## config.mk

```make
export PLATFORM = sky130hd
export DESIGN_NAME = comb_inverse
export DESIGN_NICKNAME = d
export VERILOG_FILES = /design/src/rtl/comb_inverse.sv
export SDC_FILE = /design/constraint.sdc
export NUM_CORES = 1
export LEC_CHECK = 0
export ABC_AREA = 0
export CAP_MARGIN = 40
export CORE_MARGIN = 4
export CORE_UTILIZATION = 23
export CTS_BUF_LIST = sky130_fd_sc_hd__clkbuf_4
export DETAILED_ROUTE_END_ITERATION = 7
export PLACE_DENSITY = 0.36
export SKIP_CTS_REPAIR_TIMING = 1
export SLEW_MARGIN = 20
export SYNTH_ARGS = -nofsm -noshare
export SYNTH_HDL_FRONTEND = slang
export SYNTH_SLANG_ARGS = --single-unit
```

## constraint.sdc

```tcl
create_clock -name clock -period 4.9 [get_ports clock]
set_clock_uncertainty 0.2 [all_clocks]
set_input_delay 0.735 -clock clock [delete_from_list [all_inputs] [get_ports clock]]
set_output_delay 0.735 -clock clock [all_outputs]
set_load 0.01 [all_outputs]
```

## src/rtl/comb_inverse.sv

```systemverilog
// Inverse comb stage: rebuilds I/Q samples from comb-filtered input using a D-deep
// history and leaky feedback. Define COMB_INVERSE_SAT_EN to clamp instead of wrap.
module comb_inverse #(
   parameter int BIT_WIDTH  = 16,
   parameter int DELAY_LOG2 = 3
) (
   input  logic                                      clock,
   input  logic                                      reset,
   input  logic                                      strobe_in,
   input  logic signed [BIT_WIDTH+DELAY_LOG2-1:0]    i_in,
   input  logic signed [BIT_WIDTH+DELAY_LOG2-1:0]    q_in,
   output logic                                      strobe_out,
   output logic signed [BIT_WIDTH-1:0]               i_out,
   output logic signed [BIT_WIDTH-1:0]               q_out,
   output logic                                      primed
);

   localparam int W  = BIT_WIDTH;
   localparam int L  = DELAY_LOG2;
   localparam int D  = 1 << L;
   localparam int IW = W + L;
   localparam int SW = W + L + 1;
   localparam logic [L:0] FILL_FULL = D[L:0];

   logic signed [IW-1:0] hist_i [D];
   logic signed [IW-1:0] hist_q [D];

   logic [L-1:0]         ptr_q, ptr_d;
   logic [L:0]           fill_q, fill_d;
   logic                 vld_q;
   logic signed [SW-1:0] sumi_q, sumi_d;
   logic signed [SW-1:0] sumq_q, sumq_d;
   logic                 stb_q;
   logic signed [W-1:0]  iout_q, qout_q;
   logic signed [W-1:0]  iconv, qconv;
   logic signed [IW-1:0] h_i, h_q;

   function automatic logic signed [SW-1:0] ext(input logic signed [IW-1:0] x);
      return {x[IW-1], x};
   endfunction

   // Until the history has wrapped once, ptr always points at an unwritten slot.
   assign primed = (fill_q == FILL_FULL);
   assign h_i    = primed ? hist_i[ptr_q] : '0;
   assign h_q    = primed ? hist_q[ptr_q] : '0;

   always_comb begin
      ptr_d  = ptr_q;
      fill_d = fill_q;
      sumi_d = ext(i_in) + ext(h_i) - ext(h_i >>> L);
      sumq_d = ext(q_in) + ext(h_q) - ext(h_q >>> L);
      if (strobe_in) begin
         ptr_d = ptr_q + L'(1);
         if (fill_q != FILL_FULL) begin
            fill_d = fill_q + (L+1)'(1);
         end
      end
   end

`ifdef COMB_INVERSE_SAT_EN
   function automatic logic signed [W-1:0] sat(input logic signed [SW-1:0] s);
      if ((&s[SW-1:W-1]) || !(|s[SW-1:W-1])) begin
         return s[W-1:0];
      end
      return s[SW-1] ? {1'b1, {(W-1){1'b0}}} : {1'b0, {(W-1){1'b1}}};
   endfunction

   assign iconv = sat(sumi_q);
   assign qconv = sat(sumq_q);
`else
   logic unused_sum_hi;
   assign unused_sum_hi = ^{sumi_q[SW-1:W], sumq_q[SW-1:W]};
   assign iconv = sumi_q[W-1:0];
   assign qconv = sumq_q[W-1:0];
`endif

   always_ff @(posedge clock) begin
      if (strobe_in) begin
         hist_i[ptr_q] <= i_in;
         hist_q[ptr_q] <= q_in;
      end
   end

   always_ff @(posedge clock or posedge reset) begin
      if (reset) begin
         ptr_q  <= '0;
         fill_q <= '0;
         vld_q  <= 1'b0;
         sumi_q <= '0;
         sumq_q <= '0;
         stb_q  <= 1'b0;
         iout_q <= '0;
         qout_q <= '0;
      end else begin
         ptr_q  <= ptr_d;
         fill_q <= fill_d;
         vld_q  <= strobe_in;
         stb_q  <= vld_q;
         if (strobe_in) begin
            sumi_q <= sumi_d;
            sumq_q <= sumq_d;
         end
         if (vld_q) begin
            iout_q <= iconv;
            qout_q <= qconv;
         end
      end
   end

   assign strobe_out = stb_q;
   assign i_out      = iout_q;
   assign q_out      = qout_q;

endmodule

```

### After elaboration in Yosys (flattened, before gate mapping)

Memories as Yosys holds them, arrays and structs flattened.
Cells that the tools add are included.

| cells by class | value |
|---|---|
| mux-type cells | 4 |
| equal/unequal tests | 2 |
| $add $sub $neg | 6 |
| reduce and logical (&&, ||, !) cells | 1 |

Operator list:

| cell | count |
|---|---|
| 19-bit two-way mux | 2 |
| 16-bit adder | 2 |
| 16-bit subtractor | 2 |
| 4-bit by 1-bit adder with 4-bit output, second input constant | 1 |
| 4-bit == test, second input constant | 1 |
| 4-bit != test, second input constant | 1 |
| 3-bit by 1-bit adder with 3-bit output, second input constant | 1 |
| 1-bit two-way mux | 2 |
| 2-bit AND reduction | 1 |

| storage, ports and cells | value |
|---|---|
| output and inout port bits | 34 |
| memories | 2 |
| bits in registers | 73 |
| input bits | 41 |
| memory bits (writable) | 304 |
| word-level logic and storage cells | 23 |

Memories:

| memory | words | bits a word | read ports | clocked after Yosys merged registers in | wr ports | line | source |
|---|---|---|---|---|---|---|---|
| hist_i | 8 | 19 | 1 | 0 | 1 | 25 | `logic signed [IW-1:0] hist_i [D];` |
| hist_q | 8 | 19 | 1 | 0 | 1 | 26 | `logic signed [IW-1:0] hist_q [D];` |

### Logic depth before layout (Yosys ltp)

Gate-level depths: netlist of the first run.

| depth | value |
|---|---|
| word-level depth | 4 |
| mapped depth | 21 |
| mapped depth without buffers | 19 |

### Worst setup path after synthesis of the first run

Ideal clock, no wire load.

| path | value |
|---|---|
| path type | input to register |
| from | in strobe_in |
| to | mem hist_i[1][0] in the netlist's numbering, enable pin |
| data required time | 4.219 ns |
| setup time | 0.481 ns |
| stages | 4 |
| arrival time | 4.055 ns |
| path buffers | 2 |
| setup slack | 0.164 ns |
| cells stage by stage | clkbuf_1 buf_1 nand2_1 nor3_1 |

| between the ends | value |
|---|---|
| longest elaborated chain between the ends | 2 |

RTL lines:

| element | line | source |
|---|---|---|
| start: declaration | 9 | `input logic strobe_in,` |
| 1-bit two-way mux | 78 | `if (strobe_in) begin` |
| 1-bit two-way mux (not written as such) | 79 | `hist_i[ptr_q] <= i_in;` |
| end: declaration | 25 |  |

No other way between the ends.

### Worst setup path after layout of the first run

| path | value |
|---|---|
| from | reg ptr_q[0] |
| to | reg sumi_q[13] |

| between the ends | value |
|---|---|
| longest elaborated chain between the ends | 4 |

RTL lines:

| element | line | source |
|---|---|---|
| start: declaration | 28 | `logic [L-1:0] ptr_q, ptr_d;` |
| start signal: assignment | 95 | `ptr_q <= ptr_d;` |
| memory 8 x 19 bit * | - |  |
| 19-bit two-way mux * | 44 | `assign h_i = primed ? hist_i[ptr_q] : '0;` |
| 16-bit adder | 50 | `sumi_d = ext(i_in) + ext(h_i) - ext(h_i >>> L);` |
| 16-bit subtractor * | 50 |  |
| end signal: assignment | 100 | `sumi_q <= sumi_d;` |
| end: declaration | 31 | `logic signed [SW-1:0] sumi_q, sumi_d;` |

Every way passes the cells marked *; elsewhere a longest branch is shown, timed or not.
A chain may end at the register's enable or synchronous reset.

==> results.json, run 1 <==
{
  "status": "finished clean",
  "area_growth_pct": 21.3,
  "max_stage_delay_ns": 0.67,
  "detailed_place_hpwl_um": 29000,
  "grtUsageTotal": 0.117,
  "fmax_mhz": 224,
  "synthCells": 1041,
  "ant_nets": 0,
  "async_flop_share": 0.194,
  "routed_wl_um": 44500,
  "nets": 1335,
  "die_h_um": 278,
  "cts_buffers": 104,
  "yosysWarnings": 0,
  "syn_area_um2": 16700,
  "rr_startpoint": "ptr_q[0]$_DFFE_PP0P_",
  "crit_slowest_cell": "dfrtp_4",
  "drv_slew": 0,
  "first_pass_iters": 6,
  "crit_arrival_ns": 4.96,
  "period_share": 0.912,
  "maxCapViolCount": 0,
  "fp-row-count": 98,
  "hold_viol_final": 0,
  "initialDrtViolationCount": 374,
  "via_per_inst": 4.09,
  "grt_pass1_vias": 10200,
  "design.core.area_um2": 71700,
  "die_w_um": 278,
  "place.port_buffers": 74,
  "io_pins": 75,
  "gp_congestion": 0.711,
  "cts_buffer_depth": 3,
  "avgSynthCellArea_um2": 16.1,
  "worstPathCellList": "buf_12, mux4_2, mux2_2, nand2_1, fa_1, inv_1, ha_1, a211oi_1, o21ai_1, o2111a_1, o22ai_1, o21ai_1, xor2_1, mux2_2",
  "crit_path_end_kind": "flop",
  "start_kind": "flop",
  "synth_edf_count": 304,
  "min_to": "fill_q[3]$_DFFE_PP0P_",
  "gr-total-overflow": 0,
  "clk_pin_slew_ns": 0.07,
  "grt_max_degree": 44,
  "r2r-end": "sumi_q[13]$_DFFE_PP0P_",
  "path_max_fanout": 17,
  "hold_depth": 1,
  "fin_cells": 2263,
  "synth-main-ff-cell": "edfxtp_1",
  "clk_latency_ns": 0.83,
  "cts_max_level": 3,
  "grt_pass1_wl_um": 67100,
  "root_buffer": "clkbuf_4",
  "max_slew_margin": 0.572,
  "drc": 0,
  "synthDistinctLibCells": 50,
  "path_class": "flop to flop",
  "synth-seq-cells": 377,
  "tightest_slew_ns": 0.642,
  "dp_cells": 2071,
  "r2r_slack_ns": 0.43,
  "synth_seq_area_share": 0.655,
  "setup_viol": 0,
  "tritoncts": "built",
  "min_path_type": "flop to flop",
  "cts_num_sinks": 377,
  "hold_ws_ns": 0.277,
  "setup_tns_ns": 0,
  "wl_per_cell_um": 19.7,
  "rsz0062_at_grt": "no",
  "drive_gt1_frac": 0.248,
  "p_leak_uw": 0.00761,
  "reg2regPathDepth": 14,
  "vias": 9246,
  "power_density_nw_per_um2": 573,
  "syn_nets": 1147,
  "critPathRequiredTime_ns": 5.39,
  "ir_drop_mv": 0.237,
  "die_area_um2": 77100,
  "initial_core_util": 0.233,
  "finalCriticalPeriod_ns": 4.47,
  "antenna_found_initial": 2,
  "worstHoldStart": "fill_q[3]$_DFFE_PP0P_"
}
-- final cells by class --
class / count / area, um2
Fill cell: 7317 / 51500
Sequential cell: 377 / 11000
Multi-Input combinational cell: 503 / 5160
Timing Repair Buffer: 121 / 1210
Tap cell: 950 / 1190
Clock buffer: 148 / 1110
Inverter: 122 / 459
Clock inverter: 40 / 173
Antenna cell: 2 / 5.00
-- sequential cells by signal, summed over array words and instances, names as in the netlist --
signal / count
i_out: 16
hist_i: 152
q_out: 16
ptr_q: 3
vld_q: 1
sumq_q: 16
sumi_q: 16
fill_q: 4
hist_q: 152
strobe_out: 1
-- stage by stage --
step                      worst slack [ns]  total power, uW  utilization  area [um2]
after floorplan                      0.164             7320            -       16700
after global placement               0.383             9070        0.264       18900
after detailed placement             0.382             9060        0.264       18900
after CTS                            0.335            11900        0.282       20200
after global routing                0.0809            12500        0.283       20300
final                                0.432            11600        0.283       20300
-- placed cells by master, fill, tap and decap left out, types with 10 or more instances in the layout --
cell type / instances
xnor2_1: 24
clkdlybuf4s50_1: 73
a21o_1: 10
clkbuf_4: 148
dfrtp_1: 70
nand2b_1: 30
nor2_1: 25
buf_4: 37
mux4_2: 76
nand2_1: 99
inv_1: 119
fa_1: 30
clkinv_1: 28
mux2_1: 34
a21oi_1: 25
ha_1: 35
mux2_2: 25
edfxtp_1: 304
-- worst max-delay path by stage --
stage / slack (ns) / end / startpoint
after detailed placement: 0.38 / sumq_q[12]$_DFFE_PP0P_ / ptr_q[0]$_DFFE_PP0P_
final: 0.43 / sumi_q[13]$_DFFE_PP0P_ / ptr_q[0]$_DFFE_PP0P_
after global placement: 0.38 / sumq_q[12]$_DFFE_PP0P_ / ptr_q[0]$_DFFE_PP0P_
after floorplan: 0.16 / hist_i[1][0]$_DFFE_PP_ / strobe_in
after CTS: 0.34 / sumq_q[12]$_DFFE_PP0P_ / ptr_q[0]$_DFFE_PP0P_
after global routing: 0.08 / sumi_q[12]$_DFFE_PP0P_ / ptr_q[0]$_DFFE_PP0P_
-- worst max-delay path: cells and delay by family (launching register included) --
family / cells / cell delay (ns)
AND/OR/NAND/NOR: 1 / 0.11
XOR/XNOR: 1 / 0.15
flip-flops: 1 / 0.67
adder cells (fa/ha/maj): 2 / 0.72
AO/OA/AOI/OAI: 5 / 1.09
buffers and inverters: 2 / 0.31
multiplexers: 3 / 1.07
-- layer usage --
layer,track usage,up-vias,part of all wire
met5,0,-,0
met1,0.166,4734,0.49
met4,0.0432,0,0.020
met3,0.0273,60,0.046
li1,-,4251,-
met2,0.175,201,0.44
-- logic make-up after synthesis --
| group | count (synthesis) | synth area share |
|---|---|---|
| buffers and inverters | 161 | 0.0392 |
| adder cells (fa/ha/maj) | 65 | 0.0621 |
| multiplexers | 143 | 0.147 |
| AO/OA/AOI/OAI | 78 | 0.0299 |
| flip-flops | 377 | 0.655 |
| XOR/XNOR | 34 | 0.0183 |
| AND/OR/NAND/NOR | 183 | 0.0482 |
-- synth_stat cells (24+ instances only) --
| master | number | share of area |
|---|---|---|
| edfxtp_1 | 304 | 0.55 |
| inv_1 | 120 | 0.027 |
| nand2_1 | 99 | 0.022 |
| mux4_2 | 76 | 0.10 |
| dfrtp_1 | 73 | 0.11 |
| ha_1 | 35 | 0.026 |
| mux2_1 | 34 | 0.023 |
| nor2_1 | 31 | 0.0070 |
| fa_1 | 30 | 0.036 |
| nand2b_1 | 30 | 0.011 |
| a21oi_1 | 25 | 0.0075 |
| mux2_2 | 25 | 0.017 |
| xnor2_1 | 24 | 0.013 |
-- power breakdown --
part	internal, uW	switching (uW)
clock	1390	1350
sequential	4170	366
combinational	2080	2260
total	7640	3980
Note: power is estimated with default switching activity, not from simulation.
==> run 2: changes to the inputs <==
--- a/config.mk
+++ b/config.mk
@@ -8,10 +8,10 @@
 export ABC_AREA = 0
 export CAP_MARGIN = 40
 export CORE_MARGIN = 4
-export CORE_UTILIZATION = 23
+export CORE_UTILIZATION = 57
 export CTS_BUF_LIST = sky130_fd_sc_hd__clkbuf_4
 export DETAILED_ROUTE_END_ITERATION = 7
-export PLACE_DENSITY = 0.36
+export PLACE_DENSITY = 0.76
 export SKIP_CTS_REPAIR_TIMING = 1
 export SLEW_MARGIN = 20
 export SYNTH_ARGS = -nofsm -noshare
==> run 2 against run 1 <==
Effect of this change:
- core utilization up 39 points
- final cell count down 26%
- sequential power about the same
- combinational power down 6.0%
- setup slack worse by 0.013 ns
- hold slack worse by 0.049 ns
- design area down 4.5%
- sequential share of layout area up 2.5 points
- via count down 1.0%
- first-iteration DRC count up 80%
- largest cell class unchanged
==> results.json, run 2 (synthesized netlist as in run 1, its figures left out) <==
{
  "status": "finished clean",
  "r2r-end": "sumq_q[15]$_DFFE_PP0P_",
  "critPathRequiredTime_ns": 5.22,
  "drc": 0,
  "period_share": 0.914,
  "crit_cells": 16,
  "crit_slowest_cell": "dfrtp_4",
  "nets": 1319,
  "crit_end": "sumq_q[15]$_DFFE_PP0P_",
  "antenna_found_initial": 2,
  "final_common_cell": "edfxtp_1",
  "hold_viol_final": 0,
  "worstPathCellList": "buf_12, mux4_2, nand2b_1, nand2_1, nand2_1, inv_1, fa_1, inv_1, ha_1, a211oi_1, o21ai_1, o21a_1, a41oi_1, a21oi_1, xnor2_1, a21oi_1",
  "cpLargestDelayFamily": "compound AO/OA/AOI/OAI gates",
  "gp_congestion": 0.857,
  "fmax_mhz": 223,
  "clk_pin_slew_ns": 0.06,
  "reg_top3": "hist_i (152), hist_q (152)",
  "grt_pass1_wl_um": 52500,
  "area_growth_pct": 15.8,
  "cts_buffers": 94,
  "initialDrtViolationCount": 675,
  "start_kind": "flop",
  "rr_startpoint": "ptr_q[0]$_DFFE_PP0P_",
  "first_pass_iters": 5,
  "cts_buffer_depth": 3,
  "path_max_fanout": 12,
  "pre_cts_slack_ns": 0.373,
  "ir_drop_mv": 0.202,
  "drive_gt1_frac": 0.242,
  "detailed_place_hpwl_um": 21600,
  "die_area_um2": 32100,
  "r2r_slack_ns": 0.42,
  "ant_nets": 0,
  "place.port_buffers": 74,
  "grt_pass1_vias": 9430,
  "max_slew_margin": 0.453,
  "setup_viol": 0,
  "crit_arrival_ns": 4.80,
  "grt_max_degree": 44,
  "die_h_um": 179,
  "clk_latency_ns": 0.70,
  "routed_wl_um": 33300,
  "root_buffer": "clkbuf_4",
  "p_leak_uw": 0.00752,
  "mostFrequentLayoutCells": "edfxtp_1, clkbuf_4, inv_1",
  "io_pins": 75,
  "tritoncts": "built",
  "crit_path_end_kind": "flop",
  "fp-row-count": 62,
  "design.core.area_um2": 28900,
  "wl_per_cell_um": 19.9,
  "min_path_type": "primary input to asynchronous set/reset pin",
  "reg2regPathDepth": 16,
  "vias": 9149,
  "cts_max_level": 3,
  "drv_slew": 0,
  "maxCapViolCount": 0,
  "cp_num_buf_inv": 3,
  "max_stage_delay_ns": 0.57,
  "gr-total-overflow": 0,
  "crit_start": "ptr_q[0]$_DFFE_PP0P_",
  "die_w_um": 179,
  "setup_tns_ns": 0,
  "finalCriticalPeriod_ns": 4.48,
  "rsz0062_at_grt": "no",
  "cts_num_sinks": 377,
  "path_class": "flop to flop",
  "via_per_inst": 5.48,
  "power_density_nw_per_um2": 577,
  "initial_core_util": 0.579,
  "grtUsageTotal": 0.217,
  "tightest_slew_ns": 0.819,
  "setup_ws_ns": 0.419
}
## run 2: changes by cell type in the layout (fill, tap and decap cells not counted), sizes merged
cell	previous run	this run
clkinv	38	21
buf	47	42
clkbuf	148	145
inv	122	124
clkinvlp	2	1
diode	2	1
dlygate4sd3	1	0
## run 2: routing by layer
metal  vias to the layer above  track usage  routed length [um]
met5                         -            0                  12
met4                         2       0.0685                 552
met3                        37       0.0477                2320
met2                       309        0.326               15700
met1                      4600        0.324               14800
li1                       4201            -                   -
## run 2: final cells by class
| type | instances | area [um2] |
|---|---|---|
| Antenna cell | 1 | 2.50 |
| Clock buffer | 145 | 1090 |
| Clock inverter | 24 | 97.6 |
| Fill cell | 2005 | 9490 |
| Inverter | 122 | 458 |
| Multi-Input combinational cell | 503 | 5160 |
| Sequential cell | 377 | 11000 |
| Tap cell | 384 | 480 |
| Timing Repair Buffer | 115 | 1110 |
## run 2: worst reg2reg max path, stage by stage (launching register included)
cell	delay (ns)
dfrtp_4	0.57
buf_12	0.20
mux4_2	0.50
nand2b_1	0.09
nand2_1	0.05
nand2_1	0.12
inv_1	0.10
fa_1	0.53
inv_1	0.05
ha_1	0.30
a211oi_1	0.26
o21ai_1	0.18
o21a_1	0.25
a41oi_1	0.36
a21oi_1	0.23
xnor2_1	0.22
a21oi_1	0.08
## run 2: how the worst min path moves through the flow
stage,from,endpoint,slack [ns],cells past startpoint
after floorplan,vld_q$_DFF_PP0_,strobe_out$_DFF_PP0_,0.15,0
after global placement,fill_q[3]$_DFFE_PP0P_,fill_q[3]$_DFFE_PP0P_,0.26,1
after detailed placement,fill_q[3]$_DFFE_PP0P_,fill_q[3]$_DFFE_PP0P_,0.26,1
after CTS,reset,fill_q[3]$_DFFE_PP0P_,0.20,2
after global routing,reset,fill_q[3]$_DFFE_PP0P_,0.27,2
final,reset,sumi_q[15]$_DFFE_PP0P_,0.23,2
## run 2: report_power, final
group | switching [uW] | internal [uW] | leakage (uW)
clock | 1190 | 1340 | 0.000716
sequential | 383 | 4170 | 0.00361
combinational | 2050 | 2030 | 0.00320
total | 3630 | 7540 | 0.00752
## run 2: through the flow
stage | hold WS [ns] | std cells | instance area (um2) | total power [uW] | utilization
4_1_cts | 0.197 | 1663 | 19300 | 11200 | 0.669
3_5_place_dp | 0.263 | 1494 | 18100 | 8660 | 0.628
3_3_place_gp | 0.260 | 1493 | 18100 | 8540 | 0.627
5_1_grt | 0.267 | 1671 | 19400 | 11900 | 0.671
2_1_floorplan | 0.152 | 1041 | 16700 | 7320 | -
6_report | 0.228 | 1671 | 19400 | 11200 | 0.671
